==> src/rtl/pl_branch_pkg.sv <==
// Shared opcode/funct3 constants and the PC-source select encoding for the
// execute-stage branch resolution unit.
package pl_branch_pkg;

  localparam logic [6:0] OP_BRANCH = 7'b1100011;
  localparam logic [6:0] OP_JAL    = 7'b1101111;
  localparam logic [6:0] OP_JALR   = 7'b1100111;

  localparam logic [2:0] F3_BEQ  = 3'b000;
  localparam logic [2:0] F3_BNE  = 3'b001;
  localparam logic [2:0] F3_BLT  = 3'b100;
  localparam logic [2:0] F3_BGE  = 3'b101;
  localparam logic [2:0] F3_BLTU = 3'b110;
  localparam logic [2:0] F3_BGEU = 3'b111;

  typedef enum logic [1:0] {
    PCSRC_SEQ   = 2'b00,
    PCSRC_BR    = 2'b01,
    PCSRC_RECOV = 2'b10,
    PCSRC_JUMP  = 2'b11
  } pcsrc_t;

endpackage

==> src/rtl/pl_branch_cond.sv <==
// Combinational branch condition evaluator: maps funct3 and ALU flags to the
// actual outcome; funct3 010/011 are not branches.
module pl_branch_cond
  import pl_branch_pkg::*;
(
  input  logic [2:0] funct3_i,
  input  logic       zero_i,
  input  logic       neg_i,
  input  logic       ult_i,
  output logic       taken_o,
  output logic       is_valid_branch_o
);

  always_comb begin
    taken_o           = 1'b0;
    is_valid_branch_o = 1'b1;
    case (funct3_i)
      F3_BEQ:  taken_o = zero_i;
      F3_BNE:  taken_o = ~zero_i;
      F3_BLT:  taken_o = neg_i;
      F3_BGE:  taken_o = ~neg_i;
      F3_BLTU: taken_o = ult_i;
      F3_BGEU: taken_o = ~ult_i;
      default: is_valid_branch_o = 1'b0;
    endcase
  end

endmodule

==> src/rtl/pl_branch_resolve_bht.sv <==
// Execute-stage branch/jump resolution with a BHT of saturating counters:
// fetch-side lookup, redirect select, mispredict flag, training and stats.
module pl_branch_resolve_bht
  import pl_branch_pkg::*;
#(
  parameter int XLEN        = 32,
  parameter int BHT_ENTRIES = 64,
  parameter int CNT_BITS    = 2,
  parameter int PRED_ENABLE = 1,
  parameter int STAT_W      = 32
) (
  input  logic              clk,
  input  logic              rst_n,
  input  logic [XLEN-1:0]   pcF,
  output logic              predict_takenF,
  input  logic              validE,
  input  logic              stallE,
  input  logic [6:0]        opcodeE,
  input  logic [2:0]        funct3E,
  input  logic [XLEN-1:0]   pcE,
  input  logic              predictedE,
  input  logic              ZeroFlag,
  input  logic              NegativeFlag,
  input  logic              UnsignedLess,
  output logic [1:0]        PCSrcE,
  output logic              mispredictE,
  output logic [STAT_W-1:0] branch_cnt,
  output logic [STAT_W-1:0] mispred_cnt
);

  localparam int IDX_W = $clog2(BHT_ENTRIES);
  localparam logic PRED_EN = (PRED_ENABLE != 0);
  localparam logic [CNT_BITS-1:0] CNT_MAX = '1;
  localparam logic [CNT_BITS-1:0] CNT_WNT = CNT_BITS'((1 << (CNT_BITS - 1)) - 1);

  logic [CNT_BITS-1:0] bht_q [BHT_ENTRIES];
  logic [STAT_W-1:0]   branch_cnt_q, mispred_cnt_q;

  logic [IDX_W-1:0] idx_f, idx_e;
  logic             taken, valid_f3, is_br, is_jump, pred_eff, upd;
  logic             mispred;
  pcsrc_t           pcsrc;

  assign idx_f = pcF[IDX_W+1:2];
  assign idx_e = pcE[IDX_W+1:2];

  // Bits outside the index field never affect the result.
  logic unused_pc;
  assign unused_pc = ^{pcF[XLEN-1:IDX_W+2], pcF[1:0], pcE[XLEN-1:IDX_W+2], pcE[1:0]};

  pl_branch_cond u_cond (
    .funct3_i          (funct3E),
    .zero_i            (ZeroFlag),
    .neg_i             (NegativeFlag),
    .ult_i             (UnsignedLess),
    .taken_o           (taken),
    .is_valid_branch_o (valid_f3)
  );

  assign predict_takenF = bht_q[idx_f][CNT_BITS-1] & PRED_EN;
  assign pred_eff       = predictedE & PRED_EN;
  assign is_br          = (opcodeE == OP_BRANCH) && valid_f3;
  assign is_jump        = (opcodeE == OP_JAL) || (opcodeE == OP_JALR);
  assign upd            = validE & ~stallE & is_br;

  always_comb begin
    pcsrc   = PCSRC_SEQ;
    mispred = 1'b0;
    if (validE) begin
      if (is_jump) begin
        pcsrc   = PCSRC_JUMP;
        mispred = 1'b1;
      end else if (is_br) begin
        if (taken && !pred_eff) begin
          pcsrc   = PCSRC_BR;
          mispred = 1'b1;
        end else if (!taken && pred_eff) begin
          pcsrc   = PCSRC_RECOV;
          mispred = 1'b1;
        end
      end
    end
  end

  assign PCSrcE      = pcsrc;
  assign mispredictE = mispred;

  always_ff @(posedge clk or negedge rst_n) begin
    if (!rst_n) begin
      for (int i = 0; i < BHT_ENTRIES; i++) bht_q[i] <= CNT_WNT;
    end else if (upd && PRED_EN) begin
      if (taken && bht_q[idx_e] != CNT_MAX)
        bht_q[idx_e] <= bht_q[idx_e] + CNT_BITS'(1);
      else if (!taken && bht_q[idx_e] != '0)
        bht_q[idx_e] <= bht_q[idx_e] - CNT_BITS'(1);
    end
  end

  // Stat counters stick at all-ones rather than wrapping.
  always_ff @(posedge clk or negedge rst_n) begin
    if (!rst_n) begin
      branch_cnt_q  <= '0;
      mispred_cnt_q <= '0;
    end else if (upd) begin
      if (~&branch_cnt_q) branch_cnt_q <= branch_cnt_q + STAT_W'(1);
      if (mispred && ~&mispred_cnt_q) mispred_cnt_q <= mispred_cnt_q + STAT_W'(1);
    end
  end

  assign branch_cnt  = branch_cnt_q;
  assign mispred_cnt = mispred_cnt_q;

endmodule

==> config.mk <==
export PLATFORM = sky130hd
export DESIGN_NAME = pl_branch_resolve_bht
export DESIGN_NICKNAME = d
export VERILOG_FILES = /design/src/rtl/pl_branch_pkg.sv /design/src/rtl/pl_branch_cond.sv /design/src/rtl/pl_branch_resolve_bht.sv
export SDC_FILE = /design/constraint.sdc
export NUM_CORES = 1
export LEC_CHECK = 0
export BUFFER_PORTS_ARGS = -buffer_cell sky130_fd_sc_hd__clkbuf_2
export CAP_MARGIN = 10
export CORE_MARGIN = 2
export CORE_UTILIZATION = 55
export CTS_CLUSTER_SIZE = 40
export DETAILED_ROUTE_END_ITERATION = 8
export PLACE_DENSITY = 0.85
export SLEW_MARGIN = 40
export SYNTH_ARGS = -nofsm -noshare
export SYNTH_HDL_FRONTEND = slang
export SYNTH_SLANG_ARGS = --single-unit
==> constraint.sdc <==
create_clock -name clk -period 4.5 [get_ports clk]
set_clock_uncertainty 0.05 [all_clocks]
set_input_delay 0.9 -clock clk [delete_from_list [all_inputs] [get_ports clk]]
set_output_delay 0.9 -clock clk [all_outputs]
set_load 0.02 [all_outputs]
==> summary.md <==
| Metric | Value |
|---|---|
| CP max FO | 33 |
| Drt initial violations | 606 |
| Fin worst setup slack | 456 ps |
| Wirelength per Cell | just over 20 um |
| Skew-Pair Late Insertion Delay | between 400 and 500 ps |
| Net Count, Synth | 981 |
| Drt first pass iters | 5 |
| Post-route ant nets | 0 |
| Final period utilization | 89.9% |
| Asr flop ratio synth | between 90% and 100% |
| Layout Nets | roughly 1.1k |
| Register area share after synthesis | 47.4% |
| Comb power frac | approximately a tenth |
| Fmax | 247 MHz |
| Post-cts resize count | 0 |
| First-pass GRT wire length | 41900 um |
| CTS tree | yes |
| Peak VDD IR | 0.327 mV |
| Synth cell types | 64 |
| Switching Share | 25.2% |
| Row Count | 50 |
| Horiz. Die Dim | roughly 140 um |
| Post-DP HPWL | 17900 um |
| H-tree levels | 4 |
| Die height | 141 um |
| Antenna violations before repair | 0 |
| #FFs+latches synth | 192 |
| DRC | 0 |
| Largest area contributor in the netlist | dfrtp_1 |
| Die ar. | 19900 um^2 |
| WP data required | 4770 ps |
| Via/cell ratio | ~6.4 |
| Synth Instances | 893 |
| CTS Sinks | 192 |
| Max Transition Viols Final | 0 |
| Final Critical Period | about 4000 ps |
| Drt total wl | 25900 um |
| Post-synth EDFFs | 0 |
| Routability cong. | 0.938 |
| Design Area, Final | 11900 um^2 |
| Clock buffer depth | 2 |
| Synth area leaders | dfrtp_1, dfstp_2, mux2_2 |
| Share of total power in sequential cells | between 40% and 50% |
| Core area | ~19000 um^2 |
| Hold_ws | roughly 420 ps |
| LEAKAGE | 5.39 nW |
| Initial Util | 55.5% |
| CTS Buf Count | 17 |
| Root buffer selected by CTS | clkbuf_16 |
| Placed Area | approximately 11000 um^2 |
| Worst min path class | flop to flop |
| Finished Layout Cells | 1250 |
| Placed cell count | 1218 |
| Max_slew headroom | 45.3% |
| Overall Global Routing Usage | a little over a quarter |
| Clk slew on worst S/H paths | 60 ps |
| Final setup viols | 0 |
| Internal | 0.00278 W |
| Status | finished clean |
| MaxCap Viol Count | 0 |
| CTS Hold Bufs | 0 |
| RSZ-0062 raised after global routing | false |
| Mapped Area | 10300 um^2 |
| Final Hold Fails | 0 |
| Number of I/O pins | 150 |
| Syn-to-layout area delta | 15.2% |
| GRT overflow | 0 |
| Post-synth top area share | 31.1% |
| Largest net degree at the start of global routing | 84 |
| Worst r2r path cells | 9 |
| Net Sw Power | around 0.00094 W |
| Commonest non-fill, non-tap cell in the layout | dfrtp_1 |
| Port Buf Inserts | 97 |
| Hold Path Cell Cnt | 2 |
| Most used DFF post-synth | dfrtp_1 |
| Setup CP Type | input pin to flop |
| Worst-margin pin slew | ~800 ps |
| Vias in the first global route | 8144 |
| DR vias | between 7k and 8k |
| Crit path launch type | input pin |
| CP arrival | about 4300 ps |
| Ys Warns | 0 |
| Ant. Diodes | 0 |
| Setup TNS | 0 ps |
| Power density cells | 313 nW/um^2 |
| Clk pwr share | 43.6% |
| Syn_area_per_cell | roughly 12 um^2 |
| Most frequent cells in the layout | dfrtp_1, mux2_2, clkbuf_2 |
| Layout cells sized above 1 | 38.3% |
| Setup crit end kind | flop |
| Pre-CTS WS | 109 ps |
| Post-CTS setup buffer count | 0 |
critical path, cell delays in order:
cell      delay [ps]
clkbuf_2         100
buf_12           210
mux4_2           530
mux2_2           310
a21oi_1          140
and3_1           200
o311ai_0         160
ha_1             340
mux2_4           450
nor3_1           550
mux2_2           400
cells in the mapped netlist (3+ instances only):
cell type / count
a21oi_1: 16
a221oi_1: 5
a22oi_1: 17
a2bb2oi_1: 13
a31oi_1: 6
and2_1: 5
and3_1: 11
and4_1: 5
and4b_1: 3
buf_1: 3
buf_2: 9
clkbuf_1: 27
dfrtp_1: 128
dfstp_2: 64
ha_1: 6
inv_1: 21
mux2_2: 123
mux2i_1: 29
mux4_2: 25
nand2_1: 79
nand2b_1: 4
nand3_1: 32
nand4_1: 19
nand4b_1: 8
nor2_1: 48
nor2b_1: 8
nor3_1: 30
nor3b_1: 6
nor4_1: 22
o21ai_0: 6
o21bai_1: 3
o221ai_1: 6
o22ai_1: 5
or2_2: 4
or3_1: 3
xnor2_1: 33
xor2_1: 29
logic make-up (layout without fill, tap and decap cells):
kind of cell | Yosys count | count (layout) | share of synthesized area (%)
XOR/XNOR | 63 | 63 | 5.42
adder cells (fa/ha/maj) | 6 | 6 | 0.728
flip-flops | 192 | 192 | 47.4
buffers and inverters | 62 | 185 | 2.44
AO/OA/AOI/OAI | 95 | 95 | 6.94
AND/OR/NAND/NOR | 297 | 297 | 15.3
multiplexers | 178 | 178 | 21.8
layer usage:
| layer | global-route usage, % | wire [um] | part of all wire, % |
|---|---|---|---|
| met5 | 0 | 0 | 0 |
| met4 | 10.2 | 660 | 2.5 |
| met3 | 6.66 | 2110 | 8.1 |
| met2 | 43.6 | 12500 | 48 |
| met1 | 34.9 | 10700 | 41 |
power groups by stage:
stage	clock network [W]	registers (W)	logic, W
after global routing	0.00171	0.00173	0.000389
after detailed placement	0	0.00176	0.000357
after floorplan	0	0.00177	0.000203
final	0.00162	0.00173	0.000363
after CTS	0.00163	0.00173	0.000359
after global placement	0	0.00176	0.000352
per-stage QoR:
stage	total power [W]	utilization [%]
after floorplan	0.00197	-
after global placement	0.00212	60.5
after detailed placement	0.00212	60.5
after CTS	0.00373	63.9
after global routing	0.00383	63.9
final	0.00371	63.9
path summary, 6_finish.rpt:
check	slack (ps)	endpoint	startpoint
hold reg to reg	420	flop	flop
setup reg to reg	890	bht_q[53]	bht_q[17]
hold / removal	420	flop	flop
max in group asynchronous	2930	async pin	rst_n
setup / recovery	460	bht_q[53]	pcE[2]
min in group asynchronous	460	bht_q[5]	rst_n
final cells by class:
class,count,area (um^2)
flip-flops and latches,192,4880
repair buffers,131,800
fillers,1402,6700
well taps,234,293
multi-input cells,639,5200
clock buffers,20,437
clock inverters,12,185
inverters,22,82.6
Note: power is estimated with default switching activity, not from simulation.
